==> src/rtl/dmem_arbiter.sv <==
// Data-memory bus arbiter: grants one of NUM_REQ requesters (router last) with
// round-robin fairness, a router priority override, a one-cycle turnaround gap and a hold timeout.
module dmem_arbiter #(
    parameter int  NUM_REQ  = 3,
    parameter int  MAX_HOLD = 64,
    localparam int OWNER_W  = (NUM_REQ > 1) ? $clog2(NUM_REQ) : 1
) (
    input  logic               clock,
    input  logic               reset,
    input  logic               I_En,
    input  logic               I_Pri_Rt,
    input  logic [NUM_REQ-1:0] I_Req,
    input  logic [NUM_REQ-1:0] I_Rls,
    output logic [NUM_REQ-1:0] O_Grant,
    output logic [OWNER_W-1:0] O_Owner,
    output logic               O_Busy,
    output logic               O_Timeout,
    output logic               O_Err
);

    typedef enum logic [1:0] {IDLE, GRANT, GAP} state_t;

    localparam logic [OWNER_W-1:0] ROUTER_IDX = OWNER_W'(NUM_REQ - 1);
    localparam logic [15:0]        HOLD_LAST  = 16'(MAX_HOLD - 1);

    state_t               state_reg, state_next;
    logic [OWNER_W-1:0]   rr_ptr_reg, rr_ptr_next;
    logic [OWNER_W-1:0]   owner_reg, owner_next;
    logic [15:0]          hold_reg, hold_next;
    logic [NUM_REQ-1:0]   grant_reg, grant_next;
    logic                 busy_reg, busy_next;
    logic                 timeout_reg, timeout_next;
    logic                 err_reg, err_next;

    logic [OWNER_W-1:0]   rot_idx [NUM_REQ];
    logic [NUM_REQ-1:0]   req_rot;
    logic [OWNER_W-1:0]   rr_win;
    logic [OWNER_W-1:0]   win;
    logic [OWNER_W-1:0]   owner_inc;
    logic                 rr_found;
    logic                 owner_rls;
    logic                 hold_expired;

    // Requests rotated so that position 0 is the requester at rr_ptr.
    genvar gi;
    generate
        for (gi = 0; gi < NUM_REQ; gi++) begin : g_rot
            assign rot_idx[gi] = OWNER_W'((int'(rr_ptr_reg) + gi) % NUM_REQ);
            assign req_rot[gi] = I_Req[rot_idx[gi]];
        end
    endgenerate

    always_comb begin
        rr_found = 1'b0;
        rr_win   = '0;
        for (int i = 0; i < NUM_REQ; i++) begin
            if (!rr_found && req_rot[i]) begin
                rr_found = 1'b1;
                rr_win   = rot_idx[i];
            end
        end
    end

    assign win          = (I_Pri_Rt && I_Req[NUM_REQ-1]) ? ROUTER_IDX : rr_win;
    assign owner_inc    = OWNER_W'((int'(owner_reg) + 1) % NUM_REQ);
    assign owner_rls    = I_Rls[owner_reg] | ~I_Req[owner_reg];
    assign hold_expired = (hold_reg == HOLD_LAST);

    always_comb begin
        state_next   = state_reg;
        rr_ptr_next  = rr_ptr_reg;
        owner_next   = owner_reg;
        hold_next    = hold_reg;
        grant_next   = grant_reg;
        busy_next    = busy_reg;
        timeout_next = 1'b0;
        err_next     = err_reg;
        unique case (state_reg)
            GRANT: begin
                // Release takes precedence over a timeout landing on the same edge.
                if (owner_rls || hold_expired) begin
                    state_next   = GAP;
                    grant_next   = '0;
                    busy_next    = 1'b0;
                    rr_ptr_next  = owner_inc;
                    timeout_next = ~owner_rls;
                    err_next     = err_reg | ~owner_rls;
                end else begin
                    hold_next = hold_reg + 16'd1;
                end
            end
            default: begin
                if (I_En && rr_found) begin
                    state_next       = GRANT;
                    owner_next       = win;
                    grant_next       = '0;
                    grant_next[win]  = 1'b1;
                    busy_next        = 1'b1;
                    hold_next        = '0;
                end else begin
                    state_next = IDLE;
                    grant_next = '0;
                    busy_next  = 1'b0;
                end
            end
        endcase
    end

    always_ff @(posedge clock) begin
        if (reset) begin
            state_reg   <= IDLE;
            rr_ptr_reg  <= '0;
            owner_reg   <= '0;
            hold_reg    <= '0;
            grant_reg   <= '0;
            busy_reg    <= 1'b0;
            timeout_reg <= 1'b0;
            err_reg     <= 1'b0;
        end else begin
            state_reg   <= state_next;
            rr_ptr_reg  <= rr_ptr_next;
            owner_reg   <= owner_next;
            hold_reg    <= hold_next;
            grant_reg   <= grant_next;
            busy_reg    <= busy_next;
            timeout_reg <= timeout_next;
            err_reg     <= err_next;
        end
    end

    assign O_Grant   = grant_reg;
    assign O_Owner   = owner_reg;
    assign O_Busy    = busy_reg;
    assign O_Timeout = timeout_reg;
    assign O_Err     = err_reg;

endmodule
==> config.mk <==
export PLATFORM = sky130hd
export DESIGN_NAME = dmem_arbiter
export DESIGN_NICKNAME = d
export VERILOG_FILES = /design/src/rtl/dmem_arbiter.sv
export SDC_FILE = /design/constraint.sdc
export NUM_CORES = 1
export LEC_CHECK = 0
export ABC_CLOCK_PERIOD_IN_PS = 1970
export CAP_MARGIN = 15
export CORE_MARGIN = 2
export CORE_UTILIZATION = 51
export CTS_BUF_LIST = sky130_fd_sc_hd__clkbuf_8
export CTS_CLUSTER_SIZE = 24
export DETAILED_ROUTE_END_ITERATION = 8
export GPL_ROUTABILITY_DRIVEN = 0
export PLACE_DENSITY = 0.82
export SLEW_MARGIN = 25
export SYNTH_ARGS = -nofsm -noshare
export SYNTH_HDL_FRONTEND = slang
export SYNTH_SLANG_ARGS = --single-unit
==> constraint.sdc <==
create_clock -name clock -period 1.97 [get_ports clock]
set_input_delay 0.591 -clock clock [delete_from_list [all_inputs] [get_ports clock]]
set_output_delay 0.591 -clock clock [all_outputs]
set_load 0.01 [all_outputs]
* After elaboration in Yosys (flattened, before gate mapping)
Index checks and enable logic that the tools add are counted.
** Word-level totals
- Register bits :: 28
- Output and inout port bits :: 8
** Operators by class
- Order comparisons :: 6
- Equal/unequal tests :: 4
- Mux-type cells :: 31
- Bitwise operators :: 6
- $add $sub $neg :: 4
- Reductions and logical operators :: 13
- Div/mod/pow operators :: 4
** Operator list (count)
- $mod A32 B3 Y32 const B :: 3
- $mux W16 :: 3
- $mod A3 B3 Y32 const B :: 1
- $add A16 B1 Y16 const B :: 1
- $eq A16 B6 Y1 const B :: 1
- $lt A2 B3 Y1 const B :: 5
- $mux W1 :: 13
- $mux W2 :: 6
- $bmux W1 S2 :: 5
- $mux W3 :: 3
- $add A2 B1 Y3 const B :: 2
- $reduce_and A2 Y1 :: 3
- $logic_and A1 B1 Y1 :: 5
- $ne A2 B2 Y1 const B :: 2
- $not A1 Y1 :: 4
- $add A2 B2 Y3 const B :: 1
- $reduce_or A3 Y1 :: 1
- $demux W1 S2 :: 1
- $eq A2 B1 Y1 const B :: 1
- $ge A2 B1 Y1 const B :: 1
- $logic_not A1 Y1 :: 2
- $or A1 B1 Y1 :: 2
- $reduce_bool A2 Y1 :: 1
- $logic_or A1 B1 Y1 :: 1

* Logic depth before layout (Yosys ltp)
Gate-level depths: netlist of run 1.
- Depth in word-level cells :: 17
- Gate-level depth with buffers :: 8
- Mapped depth without buffers :: 8

* Worst setup path after synthesis of run 1
Ideal clock, no wire load.
- Path type :: reg-to-reg
- Start :: register rr_ptr_reg[0]
- End :: register grant_reg[1], in the netlist O_Grant[1]
- Data required time :: 1.899 ns
- Stages on the path, launching flop included :: 9
- Slack :: -0.086 ns
- Setup time :: 0.071 ns
- Buffers on the path :: 0
- Arrival :: 1.986 ns
- Path through :: dfxtp_1 inv_1 ha_1 nand3b_1 o21ai_1 o31ai_2 a2111oi_1 nand2_1 a21oi_1
** Between the ends
- Longest elaborated chain between the ends :: 17
- Elaborated cells on any way between the ends :: 30
- Classes of those cells :: add/sub (2); div (3); order compare (2); mux (17); reduce/logical (6)
** Ends and longest elaborated chain
- start: declaration :: line 27 : logic [OWNER_W-1:0] rr_ptr_reg, rr_ptr_next;
- start signal: assignment :: line 121 : rr_ptr_reg <= rr_ptr_next;
- branches (longest 15 deep; another with $mod A32 B3 Y32)
- $mux W3 (*) :: line 93 : if (I_En && rr_found) begin
- $mux W3 (*) :: line 78 : unique case (state_reg)
- end signal: assignment :: line 124 : grant_reg <= grant_next;
- end: declaration :: line 30 : logic [NUM_REQ-1:0] grant_reg, grant_next;
Every way passes the cells marked *. The select of a mux whose other input is x is not followed.
A chain may end at the register's enable or synchronous reset.

* Final worst setup path of run 1
- Start :: register rr_ptr_reg[0]
- End :: register owner_reg[1], in the netlist O_Owner[1]
** Between the ends
- Longest elaborated chain between the ends :: 12
- Elaborated cells on any way between the ends :: 24
- Classes of those cells :: add/sub (2); div (3); mux (13); reduce/logical (6)
** Ends and longest elaborated chain
- branches (longest 12 deep; another with $mod A32 B3 Y32)
- end signal: assignment :: line 122 : owner_reg <= owner_next;
- end: declaration :: line 28 : logic [OWNER_W-1:0] owner_reg, owner_next;
Several ways; the timed one is not identified. The select of a mux whose other input is x is not followed.

==> results of run 1 <==
timing repair:
| action | 4_1_cts | 5_1_grt |
|---|---|---|
| setup buffers | 5 | 2 |
| endpoints found under the setup margin | 25 | 24 |
| resized for setup | 37 | 25 |
| pin swaps | 9 | 13 |
layout make-up:
type                       instances  area, um2  area share (%)
clock buffer                       3       41.3            1.98
clock inverter                     1       3.75           0.180
inverter                           9       35.0            1.68
multi-input combinational        131       1020            48.9
sequential                        27        548            26.3
tap                               31       38.8            1.86
timing repair buffer              47        398            19.1
cells in the mapped netlist (all sizes together) (4+ instances only):
cell type,count
a211oi,5
a21oi,10
clkbuf,5
dfxtp,27
ha,6
inv,8
mux2i,6
nand2,10
nand3,10
nor2,25
nor3,4
nor4,6
o21ai,8
o31ai,5
xnor2,9
through the flow:
step | total power [uW] | hold slack (ns) | cell area [um2] | worst slack (ns)
CTS | 1210 | 0.485 | 2020 | -0.0424
global placement | 835 | 0.448 | 1820 | -0.593
floorplan | 716 | 0.465 | 1460 | -0.0657
global route | 1280 | 0.505 | 2080 | -0.155
detailed placement | 846 | 0.461 | 1820 | -0.677
finish | 1240 | 0.483 | 2080 | -0.101
worst reg2reg max path: stages, from the launching register on:
cell and delay, ns:
dfxtp_2 0.34, inv_2 0.08, ha_4 0.18, mux2i_1 0.31, o21ai_2 0.16, a211oi_1 0.48
a2111oi_4 0.10, buf_4 0.16, a211oi_1 0.19
worst max path at each step:
stage	to	start	depth (start not counted)	slack, ns
after detailed placement	hold_reg[14]$_SDFFE_PP0P_	I_Req[2]	7	-0.68
after CTS	hold_reg[9]$_SDFFE_PP0P_	rr_ptr_reg[0]$_SDFFE_PP0P_	8	-0.04
after global placement	O_Grant[1]$_SDFFE_PP0P_	I_Req[1]	8	-0.59
after floorplan	O_Grant[1]$_SDFFE_PP0P_	rr_ptr_reg[1]$_SDFFE_PP0P_	8	-0.07
final	O_Owner[1]$_SDFFE_PP0P_	rr_ptr_reg[0]$_SDFFE_PP0P_	8	-0.10
after global routing	O_Owner[1]$_SDFFE_PP0P_	rr_ptr_reg[0]$_SDFFE_PP0P_	8	-0.16
layer usage:
metal	routed length [um]	track usage, %	vias up
met1	1630	27.1	695
met5	0	0	-
met4	217	14.3	0
met3	146	3.69	18
li1	-	-	712
met2	2200	50.0	54
kinds of logic after synthesis:
| group | after synthesis |
|---|---|
| AO/OA/AOI/OAI | 36 |
| AND/OR/NAND/NOR | 73 |
| multiplexers | 7 |
| XOR/XNOR | 9 |
| flip-flops | 27 |
| adder cells (fa/ha/maj) | 6 |
| buffers and inverters | 14 |
report_power, final:
part           switching [uW]  total (uW)  internal (uW)  leakage, uW
clock network             177         317            140    0.0000269
registers                13.6         574            560     0.000221
logic                     169         348            179     0.000513
total                     360        1240            879     0.000761
==> impl_metrics.py, run 1 <==
metrics = {
    "finish": {
        "final_cell_mix": "buf_4 (27), nor2_1 (24), dfxtp_1 (23), clkdlybuf4s50_1 (11)",
        "fin_util_pct": 76.9,
        "finalNonFillerCells": 249,
        "nNetsFinal": 235,
        "largest_reg_flops": 16,
        "final_common_cell": "buf_4",
        "diodes": 0,
        "drive_above_1_share_pct": 33.9,
        "syn_to_final_growth_pct": 46.3,
        "nFillCells": 175,
    },
    "drt": {
        "detail-route-antenna-nets": 0,
        "drt-initial-drc-count": 47,
        "firstDrtPassIters": 5,
        "vias": 1479,
        "avgViaCountPerCell": 5.94,
        "routed_wl_um": 4200,
        "drc": 0,
        "wl_per_cell_um": 16.9,
    },
    "cts": {
        "cts_tree": "yes",
        "cts_sinks": 27,
        "insertion_delay_ns": 0.28,
        "holdBufCountCts": 0,
        "cts_buffers": 3,
        "cts-root-buf": "clkbuf_8",
        "h-tree-depth": 1,
        "clkTransAtPathRegs_ns": 0.09,
        "clk_path_buf_depth": 2,
    },
    "sta": {
        "setup_ws_ns": -0.101,
        "hold_viol": 0,
        "fin_tns_setup_ns": -0.232,
        "worst_pin_slew_ns": 0.507,
        "period_minus_slack_ns": 2.07,
        "clock_skew_ns": 0.00748,
        "relSlewSlack_pct": 66.0,
        "rsz0062_at_grt": "true",
        "finalCritPeriodShare_pct": 105,
        "finalSetupViolCount": 6,
        "drv_slew": 0,
        "fmaxAchievable_mhz": 483,
    },
    "setup_path": {
        "endpoint_kind": "flop",
        "cp-start-kind": "flop",
        "crit_fanout": 6,
        "arrival_ns": 2.27,
        "path_cells": "inv_2 > ha_4 > mux2i_1 > o21ai_2 > a211oi_1 > a2111oi_4 > buf_4 > a211oi_1",
        "cp_top_family": "compound AO/OA/AOI/OAI gates",
        "crit_slowest_cell": "a211oi_1",
        "cpPeakStageDelay_ns": 0.48,
        "required_ns": 2.17,
        "r2r_setup_slack_ns": -0.10,
        "timing.rr.end": "O_Owner[1]$_SDFFE_PP0P_",
        "crit_buf_inv": 2,
        "critPathMostFrequentCell": "a211oi_1",
        "r2r_start": "rr_ptr_reg[0]$_SDFFE_PP0P_",
        "r2r.worst_path.cells": 8,
        "path_class": "reg -> reg",
    },
    "synthesis": {
        "synth_top_family_by_area": "simple AND/OR/NAND/NOR gates",
        "synth-seq-area-share_pct": 37.9,
        "syn_inst": 172,
        "synth_top_area_share_pct": 37.9,
        "synthXorXnorAreaFrac_pct": 5.53,
        "synthDistinctLibCells": 34,
        "synth_area_leaders": "dfxtp_1 (38%), nor2_1 (6.6%), xnor2_1 (5.5%), ha_1 (5.3%), mux2i_1 (4.2%)",
        "ys_warn_count": 0,
        "synth-seq-cells": 27,
        "synthAdderAreaFrac_pct": 5.27,
        "synth-simple-area-share_pct": 25.3,
        "synth_edf_count": 0,
        "post-synth-top-area-cell": "dfxtp_1",
        "synthMuxAreaShare_pct": 5.00,
        "synth_ff_type": "dfxtp_1",
        "syn_area_mm2": 0.00143,
        "avgSynthCellArea_um2": 8.29,
        "syn-num-nets": 188,
        "synth_compound_area_share_pct": 17.3,
        "async_flop_share_pct": 0,
    },
    "place": {
        "dp_hpwl_um": 2710,
        "io_buffer_count": 17,
        "dp.cells": 239,
    },
    "worst_hold_path": {
        "hp-start": "O_Err$_SDFFE_PP0P_",
        "whs_path_depth": 1,
        "whs_endpoint": "O_Err$_SDFFE_PP0P_",
        "min_path_type": "reg -> reg",
    },
    "floorplan": {
        "ioPinCount": 18,
        "dieArea_mm2": 0.00323,
        "core.rowCount": 19,
        "initial_core_util_pct": 52.6,
        "dieHeight_um": 56.9,
        "die_x_um": 56.9,
        "core-area_mm2": 0.00271,
    },
    "global_route": {
        "grt_start_max_net_pins": 15,
        "grt-ovfl-total": 0,
        "antenna_found_initial": 0,
        "grt_usage_pct": 26.3,
        "grt_pass1_vias": 1475,
        "grt_pass1_wl_um": 6560,
    },
    "run_status": {
        "outcome": "finished, violations left",
        "violations": "negative setup slack",
    },
    "power_and_ir_drop": {
        "powerDensity_mw_per_mm2": 594,
        "vdd_drop_max_mv": 0.515,
        "p_leak_uw": 0.000761,
    },
    "job": {
        "maxCapViolCount": 0,
    },
}
No activity file was read; power rests on OpenSTA's default activity.
==> run 2: changes to the inputs <==
Settings changed: CELL_PAD_IN_SITES_DETAIL_PLACEMENT set to 1, CELL_PAD_IN_SITES_GLOBAL_PLACEMENT set to 2, CORE_UTILIZATION 51 to 30, PLACE_DENSITY 0.82 to 0.81.
==> run 2 against run 1 <==
Effect of this change:
- the flow still finishes with violations (negative setup slack)
- fmax decreased by 0.52%
- via count decreased by 1.2%
- clock power decreased by 2%
- die area increased by 64%
- cell count increased by 12%
- clock skew increased by 0.0012 ns
- combinational power increased by 5%
- global-route usage decreased by 8.9 points
- clock-buffer cell count unchanged
==> impl_metrics.py, run 2 (same netlist as run 1, synthesis figures left out) <==
metrics = {
    "power_and_ir_drop": {
        "vdd_drop_max_mv": 0.342,
        "finalPower_uw": 1250,
        "p_leak_uw": 0.000796,
        "powerDensity_mw_per_mm2": 582,
    },
    "run_status": {
        "violations": "negative setup slack",
        "outcome": "finished, violations left",
    },
    "drt": {
        "detail-route-antenna-nets": 0,
        "avgViaCountPerCell": 5.26,
        "routed_wl_um": 4420,
        "wl_per_cell_um": 15.9,
        "drc": 0,
        "firstDrtPassIters": 4,
        "drt-initial-drc-count": 51,
        "vias": 1461,
    },
    "finish": {
        "syn_to_final_growth_pct": 51.0,
        "fin_util_pct": 46.2,
        "finalNonFillerCells": 278,
        "fin_area_mm2": 0.00215,
        "nNetsFinal": 241,
        "final_cell_mix": "buf_4 (31), dfxtp_1 (24), nor2_1 (19), clkdlybuf4s50_1 (11)",
        "drive_above_1_share_pct": 34.8,
        "diodes": 0,
        "final_common_cell": "buf_4",
        "largest_reg_flops": 16,
    },
    "sta": {
        "relSlewSlack_pct": 77.4,
        "finalSetupViolCount": 19,
        "finalCritPeriodShare_pct": 106,
        "period_minus_slack_ns": 2.08,
        "setup_ws_ns": -0.112,
        "fmaxAchievable_mhz": 480,
        "hold_viol": 0,
        "drv_slew": 0,
        "clock_skew_ns": 0.00867,
        "worst_pin_slew_ns": 0.335,
        "rsz0062_at_grt": "true",
    },
    "cts": {
        "holdBufCountCts": 0,
        "clkTransAtPathRegs_ns": 0.09,
        "cts_tree": "yes",
        "insertion_delay_ns": 0.28,
        "h-tree-depth": 1,
        "cts_buffers": 3,
        "clk_path_buf_depth": 2,
        "cts-root-buf": "clkbuf_8",
        "cts_sinks": 27,
    },
    "global_route": {
        "grt_start_max_net_pins": 15,
        "antenna_found_initial": 0,
        "grt_pass1_wl_um": 7200,
        "grt_pass1_vias": 1541,
        "grt-ovfl-total": 0,
        "grt_usage_pct": 17.3,
    },
    "setup_path": {
        "required_ns": 2.19,
        "endpoint_kind": "flop",
        "crit_fanout": 5,
        "cp-start-kind": "flop",
        "arrival_ns": 2.30,
        "path_class": "reg -> reg",
    },
    "job": {
        "maxCapViolCount": 0,
    },
    "worst_hold_path": {
        "min_path_type": "reg -> reg",
    },
    "floorplan": {
        "ioPinCount": 18,
        "initial_core_util_pct": 30.6,
        "core-area_mm2": 0.00466,
        "dieHeight_um": 72.9,
        "die_x_um": 72.9,
        "dieArea_mm2": 0.00532,
        "core.rowCount": 25,
    },
    "place": {
        "dp_hpwl_um": 3250,
        "placed_cell_area_mm2": 0.00190,
        "io_buffer_count": 17,
        "dp.cells": 269,
    },
}
-- run 2: changes by cell type in the layout (fill, tap and decap cells not counted), sizes merged --
cell and change:
buf +5, dlygate4sd2 +1, clkdlybuf4s15 +1, dlymetal6s2s -1, clkdlybuf4s18 +1, clkbuf -1
-- run 2: worst max-delay path: stages (launching register included) --
cell and delay, ns:
dfxtp_2 0.34, inv_2 0.05, ha_4 0.30, mux2i_4 0.25
o32ai_4 0.13, o31ai_4 0.36, buf_6 0.17, o21ai_4 0.07
mux2_4 0.27, nor2_2 0.08
-- run 2: layout make-up --
type	instances	area, um2
fill	561	2510
multi-input combinational	131	1000
sequential	27	544
timing repair buffer	53	455
tap	54	67.6
clock buffer	3	41.3
inverter	9	35.0
clock inverter	1	3.75
-- run 2: worst paths after layout --
kind         slack [ns]  cells after the start                       end                  startpoint
max               -0.11                      9  hold_reg[0]$_SDFFE_PP0P_  rr_ptr_reg[0]$_SDFFE_PP0P_
min                0.48                      1        O_Err$_SDFFE_PP0P_          O_Err$_SDFFE_PP0P_
max reg2reg       -0.11                      9  hold_reg[0]$_SDFFE_PP0P_  rr_ptr_reg[0]$_SDFFE_PP0P_
min reg2reg        0.48                      1        O_Err$_SDFFE_PP0P_          O_Err$_SDFFE_PP0P_
-- run 2: stage by stage --
| stage | worst slack (ns) | TNS, ns | hold slack, ns |
|---|---|---|---|
| 6_report | -0.112 | -0.805 | 0.478 |
| 5_1_grt | -0.222 | -2.27 | 0.518 |
| 4_1_cts | -0.0683 | -0.179 | 0.484 |
| 3_5_place_dp | -0.694 | -13.40 | 0.461 |
| 3_3_place_gp | -0.624 | -10.86 | 0.450 |
| 2_1_floorplan | -0.0657 | -0.197 | 0.465 |
-- run 2: power by group --
part | switching (uW) | internal [uW]
registers | 13.2 | 562
logic | 175 | 190
clock network | 172 | 140
-- run 2: routing by layer --
metal	global-route usage [%]	wire length [um]
met1	19.8	1810
met2	31.2	2400
met3	2.35	99
met4	8.64	116
met5	0	0
-- run 2: what timing repair did --
action	4_1_cts	5_1_grt
resized for setup	33	23
setup buffers	3	3
gates cloned	0	0
endpoints found under the hold margin	0	0
setup endpoints to repair	23	21
pin swaps	7	9
==> run 3: changes to the inputs <==
Settings changed: CORE_UTILIZATION 30 to 35, DONT_BUFFER_PORTS set to 1, PLACE_DENSITY 0.81 to 0.82.
==> run 3 against run 2 <==
Effect of this change:
- the run now ends clean
- die area down 14%
- hold slack worse by 0.12 ns
- clock-buffer cell count did not move
- critical endpoint is now O_Owner[0]$_SDFFE_PP0P_
- largest power group unchanged
==> impl_metrics.py, run 3 (same netlist as run 1, synthesis figures left out) <==
metrics = {
    "drt": {
        "detail-route-antenna-nets": 0,
        "firstDrtPassIters": 4,
        "avgViaCountPerCell": 5.42,
        "vias": 1382,
        "routed_wl_um": 4110,
        "drt-initial-drc-count": 19,
        "wl_per_cell_um": 16.1,
        "drc": 0,
    },
    "worst_hold_path": {
        "min_path_type": "in -> reg",
        "hp-start": "reset",
        "whs_endpoint": "O_Owner[0]$_SDFFE_PP0P_",
        "whs_path_depth": 1,
    },
    "sta": {
        "fmaxAchievable_mhz": 509,
        "rsz0062_at_grt": "true",
        "period_minus_slack_ns": 1.96,
        "finalSetupViolCount": 0,
        "hold_viol": 0,
        "relSlewSlack_pct": 73.4,
        "fin_tns_setup_ns": 0,
        "finalCritPeriodShare_pct": 99.7,
        "drv_slew": 0,
        "worst_pin_slew_ns": 0.399,
        "setup_ws_ns": 0.00650,
        "whs_ns": 0.360,
        "clock_skew_ns": 0.00597,
    },
    "finish": {
        "syn_to_final_growth_pct": 36.0,
        "drive_above_1_share_pct": 31.9,
        "final_cell_mix": "buf_4 (30), dfxtp_1 (25), nor2_1 (24), nand3_1 (9), xnor2_1 (9)",
        "nNetsFinal": 221,
        "fin_util_pct": 48.8,
        "final_common_cell": "buf_4",
        "largest_reg_flops": 16,
    },
    "setup_path": {
        "crit_fanout": 3,
        "arrival_ns": 2.18,
        "timing.rr.end": "O_Owner[0]$_SDFFE_PP0P_",
        "path_cells": "inv_2 > ha_4 > mux2i_1 > o21ai_4 > buf_6 > o21a_4 > a2111oi_4 > nand2_2 > a21oi_2",
        "cp_top_family": "compound AO/OA/AOI/OAI gates",
        "path_class": "reg -> reg",
        "crit_buf_inv": 2,
        "r2r_setup_slack_ns": 0.007,
        "cp-start-kind": "flop",
        "crit_slowest_cell": "a2111oi_4",
        "r2r.worst_path.cells": 9,
        "endpoint_kind": "flop",
        "cpPeakStageDelay_ns": 0.44,
        "required_ns": 2.19,
        "r2r_start": "rr_ptr_reg[0]$_SDFFE_PP0P_",
    },
    "global_route": {
        "gr-usage-met1_pct": 24.6,
        "grt-ovfl-total": 0,
        "grt_util_met2_pct": 30.3,
        "grt_pass1_wl_um": 6420,
        "antenna_found_initial": 0,
        "grt_start_max_net_pins": 18,
        "grt_use_met3_pct": 4.77,
        "grt_usage_pct": 18.5,
        "busiest_layer": "met2",
        "grt_pass1_vias": 1365,
    },
    "place": {
        "dp_slack_ns": -0.163,
        "dp_hpwl_um": 2990,
        "io_buffer_count": 0,
    },
    "cts": {
        "cts-root-buf": "clkbuf_8",
        "cts_buffers": 3,
        "cts_sinks": 27,
        "insertion_delay_ns": 0.27,
        "cts_tree": "yes",
        "clk_path_buf_depth": 2,
        "clkTransAtPathRegs_ns": 0.10,
        "h-tree-depth": 1,
    },
    "floorplan": {
        "die_x_um": 67.8,
        "core-area_mm2": 0.00397,
        "dieArea_mm2": 0.00460,
        "core.rowCount": 23,
        "ioPinCount": 18,
        "dieHeight_um": 67.8,
        "initial_core_util_pct": 35.9,
    },
    "power_and_ir_drop": {
        "finalPower_uw": 1190,
        "vdd_drop_max_mv": 0.474,
        "p_leak_uw": 0.000686,
        "powerDensity_mw_per_mm2": 616,
    },
    "run_status": {
        "outcome": "finished, final reports clean",
    },
    "job": {
        "maxCapViolCount": 0,
    },
}
==> run 3: metal layers <==
metal  wire length [um]  vias to the layer above
li1                   -                      685
met1               2010                      677
met4                 19                        0
met3                138                        2
met5                  0                        -
met2               1940                       18
==> run 3: timing repair <==
item | CTS | global route
hold buffers | 0 | 0
resized for setup | 14 | 17
setup endpoints to repair | 20 | 21
setup buffers | 1 | 6
pin swaps | 5 | 8
==> run 3: report_power, final <==
part | leakage, uW | switching, uW | internal, uW
registers | 0.000220 | 13.4 | 560
clock network | 0.0000261 | 181 | 148
logic | 0.000440 | 146 | 144
==> run 3: cell type report <==
class                   count  area (um2)
clock buffers               3        41.3
well taps                  50        62.6
flip-flops and latches     27         546
inverters                   9        33.8
repair buffers             33         259
clock inverters             1        8.76
multi-input cells         131         985
fillers                   471        2030
diodes                      1        2.50
==> run 3: stage by stage <==
step                      instance area (um2)  cells
after global routing                     1940    254
final                                    1940    255
after CTS                                1810    249
after floorplan                          1460    172
after global placement                   1700    244
after detailed placement                 1700    244
==> run 3: worst max-delay path by stage <==
stage | slack, ns | end | start | depth (start not counted)
floorplan | -0.07 | O_Grant[1]$_SDFFE_PP0P_ | rr_ptr_reg[1]$_SDFFE_PP0P_ | 8
global placement | -0.1 | O_Owner[0]$_SDFFE_PP0P_ | rr_ptr_reg[1]$_SDFFE_PP0P_ | 9
detailed placement | -0.16 | hold_reg[0]$_SDFFE_PP0P_ | rr_ptr_reg[0]$_SDFFE_PP0P_ | 8
CTS | -0.06 | hold_reg[0]$_SDFFE_PP0P_ | rr_ptr_reg[0]$_SDFFE_PP0P_ | 8
global route | -0.11 | O_Owner[0]$_SDFFE_PP0P_ | rr_ptr_reg[1]$_SDFFE_PP0P_ | 8
finish | 0.007 | O_Owner[0]$_SDFFE_PP0P_ | rr_ptr_reg[0]$_SDFFE_PP0P_ | 9
